**src/rtl/frame_loader.sv**
```systemverilog
// frame_loader: assembles a sync-prefixed RGB byte stream into a back bank
// and swaps it to the front on the next frame_sync after a complete frame.
module frame_loader #(
    parameter int         FRAME_WIDTH    = 10,
    parameter int         FRAME_HEIGHT   = 20,
    parameter logic [7:0] SYNC_BYTE      = 8'hA5,
    parameter int         TIMEOUT_CYCLES = 1_000_000
) (
    input  logic                    clk,
    input  logic                    reset,
    input  logic [7:0]              in_data,
    input  logic                    in_valid,
    output logic                    in_ready,
    input  logic                    frame_sync,
    output logic [FRAME_HEIGHT-1:0] frame_R [FRAME_WIDTH],
    output logic [FRAME_HEIGHT-1:0] frame_G [FRAME_WIDTH],
    output logic [FRAME_HEIGHT-1:0] frame_B [FRAME_WIDTH],
    output logic                    frame_swapped,
    output logic                    load_error,
    output logic [15:0]             frames_loaded
);

    localparam int BYTES_PER_COL = (FRAME_HEIGHT + 7) / 8;
    localparam int PAD_W         = BYTES_PER_COL * 8;
    localparam int COL_W         = (FRAME_WIDTH > 1) ? $clog2(FRAME_WIDTH) : 1;
    localparam int BYTE_W        = (BYTES_PER_COL > 1) ? $clog2(BYTES_PER_COL) : 1;
    localparam int TO_W          = $clog2(TIMEOUT_CYCLES + 1);

    typedef enum logic [1:0] {
        ST_IDLE    = 2'd0,
        ST_LOAD    = 2'd1,
        ST_PENDING = 2'd2
    } state_t;

    state_t              state_r;
    state_t              state_nxt_s;
    logic                front_sel_r;
    logic                back_sel_s;
    logic [COL_W-1:0]    col_cnt_r;
    logic [1:0]          color_cnt_r;
    logic [BYTE_W-1:0]   byte_cnt_r;
    logic [TO_W-1:0]     timeout_r;
    logic                in_ready_r;
    logic                frame_swapped_r;
    logic                load_error_r;
    logic [15:0]         frames_loaded_r;

    logic                accept_s;
    logic                write_en_s;
    logic                start_s;
    logic                swap_s;
    logic                abort_s;
    logic                last_byte_s;
    logic                timeout_hit_s;
    logic [PAD_W-1:0]    pad_data_s;
    logic [PAD_W-1:0]    pad_mask_s;
    logic [FRAME_HEIGHT-1:0] wr_data_s;
    logic [FRAME_HEIGHT-1:0] wr_mask_s;

    // bank_r[bank][color][column]; color 0=R, 1=G, 2=B
    logic [FRAME_HEIGHT-1:0] bank_r [2][3][FRAME_WIDTH];

    assign back_sel_s = ~front_sel_r;

    // Position flags: last byte of the frame and timeout expiry
    always_comb begin
        last_byte_s   = (col_cnt_r == COL_W'(FRAME_WIDTH - 1)) &&
                        (color_cnt_r == 2'd2) &&
                        (byte_cnt_r == BYTE_W'(BYTES_PER_COL - 1));
        timeout_hit_s = (timeout_r == TO_W'(TIMEOUT_CYCLES - 1));
    end

    // Place the incoming byte at its 8-bit lane; lanes beyond the height drop
    always_comb begin
        pad_data_s = PAD_W'(in_data) << {byte_cnt_r, 3'b000};
        pad_mask_s = PAD_W'(8'hFF) << {byte_cnt_r, 3'b000};
        wr_data_s  = pad_data_s[FRAME_HEIGHT-1:0];
        wr_mask_s  = pad_mask_s[FRAME_HEIGHT-1:0];
    end

    // State register
    always_ff @(posedge clk or negedge reset) begin
        if (!reset) begin
            state_r <= ST_IDLE;
        end else begin
            state_r <= state_nxt_s;
        end
    end

    // Next-state and per-cycle control decode
    always_comb begin
        state_nxt_s = state_r;
        accept_s    = 1'b0;
        write_en_s  = 1'b0;
        start_s     = 1'b0;
        swap_s      = 1'b0;
        abort_s     = 1'b0;
        case (state_r)
            ST_IDLE: begin
                if (in_valid && in_ready_r) begin
                    accept_s = 1'b1;
                    if (in_data == SYNC_BYTE) begin
                        start_s     = 1'b1;
                        state_nxt_s = ST_LOAD;
                    end else begin
                        state_nxt_s = ST_IDLE;
                    end
                end else begin
                    state_nxt_s = ST_IDLE;
                end
            end
            ST_LOAD: begin
                if (in_valid && in_ready_r) begin
                    accept_s   = 1'b1;
                    write_en_s = 1'b1;
                    if (last_byte_s) begin
                        state_nxt_s = ST_PENDING;
                    end else begin
                        state_nxt_s = ST_LOAD;
                    end
                end else if (timeout_hit_s) begin
                    abort_s     = 1'b1;
                    state_nxt_s = ST_IDLE;
                end else begin
                    state_nxt_s = ST_LOAD;
                end
            end
            ST_PENDING: begin
                if (frame_sync) begin
                    swap_s      = 1'b1;
                    state_nxt_s = ST_IDLE;
                end else begin
                    state_nxt_s = ST_PENDING;
                end
            end
            default: begin
                state_nxt_s = ST_IDLE;
            end
        endcase
    end

    // Column / color / byte position counters within the frame
    always_ff @(posedge clk or negedge reset) begin
        if (!reset) begin
            col_cnt_r   <= '0;
            color_cnt_r <= 2'd0;
            byte_cnt_r  <= '0;
        end else if (start_s) begin
            col_cnt_r   <= '0;
            color_cnt_r <= 2'd0;
            byte_cnt_r  <= '0;
        end else if (write_en_s) begin
            if (byte_cnt_r == BYTE_W'(BYTES_PER_COL - 1)) begin
                byte_cnt_r <= '0;
                if (color_cnt_r == 2'd2) begin
                    color_cnt_r <= 2'd0;
                    col_cnt_r   <= col_cnt_r + COL_W'(1);
                end else begin
                    color_cnt_r <= color_cnt_r + 2'd1;
                end
            end else begin
                byte_cnt_r <= byte_cnt_r + BYTE_W'(1);
            end
        end else begin
            col_cnt_r   <= col_cnt_r;
            color_cnt_r <= color_cnt_r;
            byte_cnt_r  <= byte_cnt_r;
        end
    end

    // Idle-gap counter: only runs while waiting for a byte inside LOAD
    always_ff @(posedge clk or negedge reset) begin
        if (!reset) begin
            timeout_r <= '0;
        end else if ((state_r == ST_LOAD) && !accept_s && !abort_s) begin
            timeout_r <= timeout_r + TO_W'(1);
        end else begin
            timeout_r <= '0;
        end
    end

    // Back-bank write of the accepted data byte (read-modify-write of one lane)
    always_ff @(posedge clk or negedge reset) begin
        if (!reset) begin
            for (int b = 0; b < 2; b++) begin
                for (int c = 0; c < 3; c++) begin
                    for (int x = 0; x < FRAME_WIDTH; x++) begin
                        bank_r[b][c][x] <= '0;
                    end
                end
            end
        end else if (write_en_s) begin
            bank_r[back_sel_s][color_cnt_r][col_cnt_r] <=
                (bank_r[back_sel_s][color_cnt_r][col_cnt_r] & ~wr_mask_s) |
                (wr_data_s & wr_mask_s);
        end else begin
            bank_r <= bank_r;
        end
    end

    // Front-bank select, status pulses, ready and frame counter
    always_ff @(posedge clk or negedge reset) begin
        if (!reset) begin
            front_sel_r     <= 1'b0;
            frame_swapped_r <= 1'b0;
            load_error_r    <= 1'b0;
            frames_loaded_r <= 16'd0;
            in_ready_r      <= 1'b0;
        end else begin
            frame_swapped_r <= swap_s;
            load_error_r    <= abort_s;
            in_ready_r      <= (state_nxt_s != ST_PENDING);
            if (swap_s) begin
                front_sel_r     <= ~front_sel_r;
                frames_loaded_r <= frames_loaded_r + 16'd1;
            end else begin
                front_sel_r     <= front_sel_r;
                frames_loaded_r <= frames_loaded_r;
            end
        end
    end

    // Front bank is always presented straight from storage
    always_comb begin
        for (int x = 0; x < FRAME_WIDTH; x++) begin
            frame_R[x] = bank_r[front_sel_r][0][x];
            frame_G[x] = bank_r[front_sel_r][1][x];
            frame_B[x] = bank_r[front_sel_r][2][x];
        end
    end

    assign in_ready      = in_ready_r;
    assign frame_swapped = frame_swapped_r;
    assign load_error    = load_error_r;
    assign frames_loaded = frames_loaded_r;

endmodule

```
**config.mk**
```make
export PLATFORM = sky130hd
export DESIGN_NAME = frame_loader
export DESIGN_NICKNAME = d
export VERILOG_FILES = /design/src/rtl/frame_loader.sv
export SDC_FILE = /design/constraint.sdc
export NUM_CORES = 2
export LEC_CHECK = 0
export BUFFER_PORTS_ARGS = -buffer_cell sky130_fd_sc_hd__buf_2
export CORE_UTILIZATION = 42
export CTS_CLUSTER_SIZE = 30
export DETAILED_ROUTE_END_ITERATION = 16
export SYNTH_ARGS = -nofsm -noshare
export SYNTH_HDL_FRONTEND = slang
export SYNTH_SLANG_ARGS = --single-unit
```
**constraint.sdc**
```tcl
create_clock -name clk -period 5.3 [get_ports clk]
set_input_delay 1.06 -clock clk [delete_from_list [all_inputs] [get_ports clk]]
set_output_delay 1.06 -clock clk [all_outputs]
set_load 0.01 [all_outputs]
```
==> impl_metrics.csv <==
group,metric,value,unit
status,outcome,"finished clean",
critical_path,critPathRequiredTime,6.04,ns
power_and_ir_drop,power.leakage,36.6,nW
critical_path,slowest_stage,"nor3b_2",
grt,antenna_found_initial,24,
layout,most-common-layout-cells,"mux2_2 (1438), dfrtp_1 (1246), buf_2 (629)",
clocking,clock-root-buffer,"clkbuf_16",
grt,grt_pass1_wl,362,mm
sta,drv_slew,0,
grt,overflow,0,
clocking,cts_max_path_buffers,3,
sta,fin_skew,0.0301,ns
detailed_routing,totalWireLength,257,mm
detailed_routing,wl_per_cell,31.9,µm
critical_path,path_cells,"buf_4 > nor3b_2 > o21ai_0 > a41oi_4 > buf_4 > mux2_2",
critical_path,crit_arrival,5.34,ns
clocking,htreeDepth,4,
clocking,cts_inserted_buffers,143,
detailed_routing,via_per_inst,6.07,
grt,grt_max_degree,122,
synthesis,yosys_register_bits,1250,
sta,finalHoldViolations,0,
critical_path,r2r_start,"col_cnt_r[1]",
synthesis,synth-main-ff-cell,"dfrtp_1",
floorplan,start_util,0.423,
synthesis,synth_area,65100,µm²
synthesis,syn_nets,5453,
detailed_routing,vias,48904,
floorplan,fp.dieW,396,µm
floorplan,die_area,157000,µm²
critical_path,reg2regPathDepth,6,
clocking,clkTransAtPathRegs,0.06,ns
floorplan,dieHeight,396,µm
power_and_ir_drop,powerDensity,350,nW/µm²
sta,slew_headroom,0.137,
synthesis,synth_cell_types,77,
critical_path,critPathLaunchType,"flop",
critical_path,crit_type,"flop to flop",
sta,min_period_over_period,0.868,
sta,max_freq,217,MHz
critical_path,startpoint,"col_cnt_r[1]",
critical_path,critPathMostFrequentCell,"buf_4",
placed_design,portBuffers,630,
synthesis,synth.avg_cell_area,12.0,µm²
job,drv_cap,0,
synthesis,synth_edf_count,0,
sta,setup-tns-final,0,ns
grt,grt_pass1_vias,47685,
critical_path,endpoint,"bank_r[799]",
grt,gr-usage-all-layers,0.322,
min_path,holdCritPathClass,"primary input to async pin",
power_and_ir_drop,vdd_ir_drop_max,0.000306,V
layout,finish.net_count,5920,
critical_path,r2r_setup_slack,0.70,ns
synthesis,ys_async_sr_fraction,1.00,
clocking,clock-sinks,1250,
sta,finalSetupViolCount,0,
sta,rsz0062_at_grt,"false",
floorplan,coreArea,154000,µm²
critical_path,worstReg2RegEnd,"bank_r[799]",
clocking,cts_hold_buffers,0,
synthesis,yosys_warnings,0,
clocking,cts_resized,0,
sta,period_minus_slack,4.60,ns
floorplan,rows,144,
power_and_ir_drop,finalPower,0.0263,W
detailed_routing,dr.pass1.iters,6,
critical_path,slowest_delay,1.02,ns
detailed_routing,drt_iter0_drc,4851,
layout,syn_to_final_growth,15.5,%
layout,layout_commonest_cell,"mux2_2",
synthesis,syn_inst,5435,
placed_design,hpwl,177,mm
detailed_routing,postRouteAntennaNets,0,
synthesis,seq_area_frac_synth,0.481,
placed_design,routabilityCongestion,0.906,
critical_path,worstSetupEndpointType,"flop",
floorplan,io_pins,631,
clocking,clk_latency,0.83,ns
detailed_routing,drc_errors,0,
clocking,cts_setup_buffers,0,
layout,drive_gt1_frac,0.444,
sta,worst_pin_slew,1.28,ns
critical_path,worst-path-max-fanout,48,
clocking,cts_tree,"done",
## power breakdown
group          switching [W]  internal, W
combinational        0.00476      0.00166
sequential          0.000173      0.00968
clock                0.00431      0.00572
## area by class of cell
cell class,instances,area [µm²]
fill,14126,78700
multi-input combinational,3644,31400
sequential,1250,31300
timing repair buffer,840,5130
clock buffer,217,4240
tap,2044,2560
clock inverter,36,459
inverter,23,86.3
antenna,3,7.51
## stage by stage
stage | setup WS [ns] | hold WS, ns | utilization | area, µm² | instances
2_1_floorplan | 1.99 | 0.460 | - | 65100 | 5435
3_3_place_gp | 0.901 | 0.454 | 0.458 | 70500 | 7801
3_5_place_dp | 0.845 | 0.460 | 0.458 | 70500 | 7801
4_1_cts | 0.772 | 0.280 | 0.489 | 75200 | 8054
5_1_grt | 0.644 | 0.225 | 0.489 | 75200 | 8054
6_report | 0.701 | 0.176 | 0.489 | 75200 | 8057
## routing by layer
metal	vias up	GRT usage	routed length (µm)
met1	25374	0.427	105000
met3	523	0.0758	21100
met5	-	0	108
li1	20826	-	-
met4	18	0.166	15100
met2	2163	0.491	115000
## sequential cells by signal, indices dropped and copies added (netlist names)
register	cells
frame_swapped	1
bank_r	1200
front_sel_r	1
frames_loaded	16
color_cnt_r	2
state_r	2
col_cnt_r	4
byte_cnt_r	2
in_ready	1
load_error	1
timeout_r	20
## logic make-up (layout without fill, tap and decap cells)
kind of cell | Yosys count | after routing | synth area share
multiplexers | 1877 | 1877 | 0.328
flip-flops | 1250 | 1250 | 0.481
AO/OA/AOI/OAI | 921 | 921 | 0.0888
AND/OR/NAND/NOR | 803 | 803 | 0.0554
buffers and inverters | 541 | 1116 | 0.0415
XOR/XNOR | 37 | 37 | 0.00498
adder cells (fa/ha/maj) | 6 | 6 | 0.00115
other | 0 | 3 | 0
## worst min-delay path by stage
stage          cells past startpoint              start           endpoint  slack, ns
3_3_place_gp                       1  frames_loaded[15]  frames_loaded[15]       0.45
5_1_grt                            1              reset        bank_r[395]       0.23
2_1_floorplan                      2        bank_r[827]        bank_r[827]       0.46
4_1_cts                            1              reset        bank_r[395]       0.28
3_5_place_dp                       1  frames_loaded[15]  frames_loaded[15]       0.46
6_report                           1              reset        bank_r[395]       0.18
## synth_stat cells, types with 5 or more instances
cell       instances  area share
mux2_2          1438        0.25
dfrtp_1         1250        0.48
nor2_1           399       0.023
mux2i_1          378       0.058
a21oi_1          244       0.019
buf_2            233       0.018
o21ai_0          227       0.017
clkbuf_1         201       0.012
nand2_1          167      0.0096
o22ai_1          146       0.014
a31oi_1           76      0.0073
nand3_1           66      0.0051
mux4_2            58       0.020
buf_4             48      0.0055
o31ai_1           32      0.0037
nor2_2            31      0.0030
a221o_1           30      0.0046
buf_6             25      0.0043
o41ai_1           24      0.0032
inv_1             22      0.0013
nor3_1            22      0.0017
a221oi_1          20      0.0027
xnor2_1           19      0.0026
a22oi_1           18      0.0021
xor2_1            18      0.0024
or2_2             17      0.0016
o2bb2ai_1         13      0.0017
or3_1             13      0.0012
and3_1            11      0.0011
nor2b_1           11      0.0011
o211ai_1          11      0.0013
a32oi_1           10      0.0013
buf_1             10     0.00058
a211oi_1           9      0.0010
nand2b_1           9     0.00087
a41oi_2            8      0.0020
nand4_1            7     0.00067
a22o_1             6     0.00081
ha_1               6      0.0012
nor3b_1            6     0.00069
and4_1             5     0.00067
or2_1              5     0.00048
## worst max-delay path: cells and delay by family (launching register included)
| family | cells | cell delay (ns) |
|---|---|---|
| AO/OA/AOI/OAI | 2 | 1.22 |
| flip-flops | 1 | 0.95 |
| multiplexers | 1 | 0.28 |
| AND/OR/NAND/NOR | 1 | 1.02 |
| buffers and inverters | 2 | 0.95 |
(Power assumes the default switching activity.)
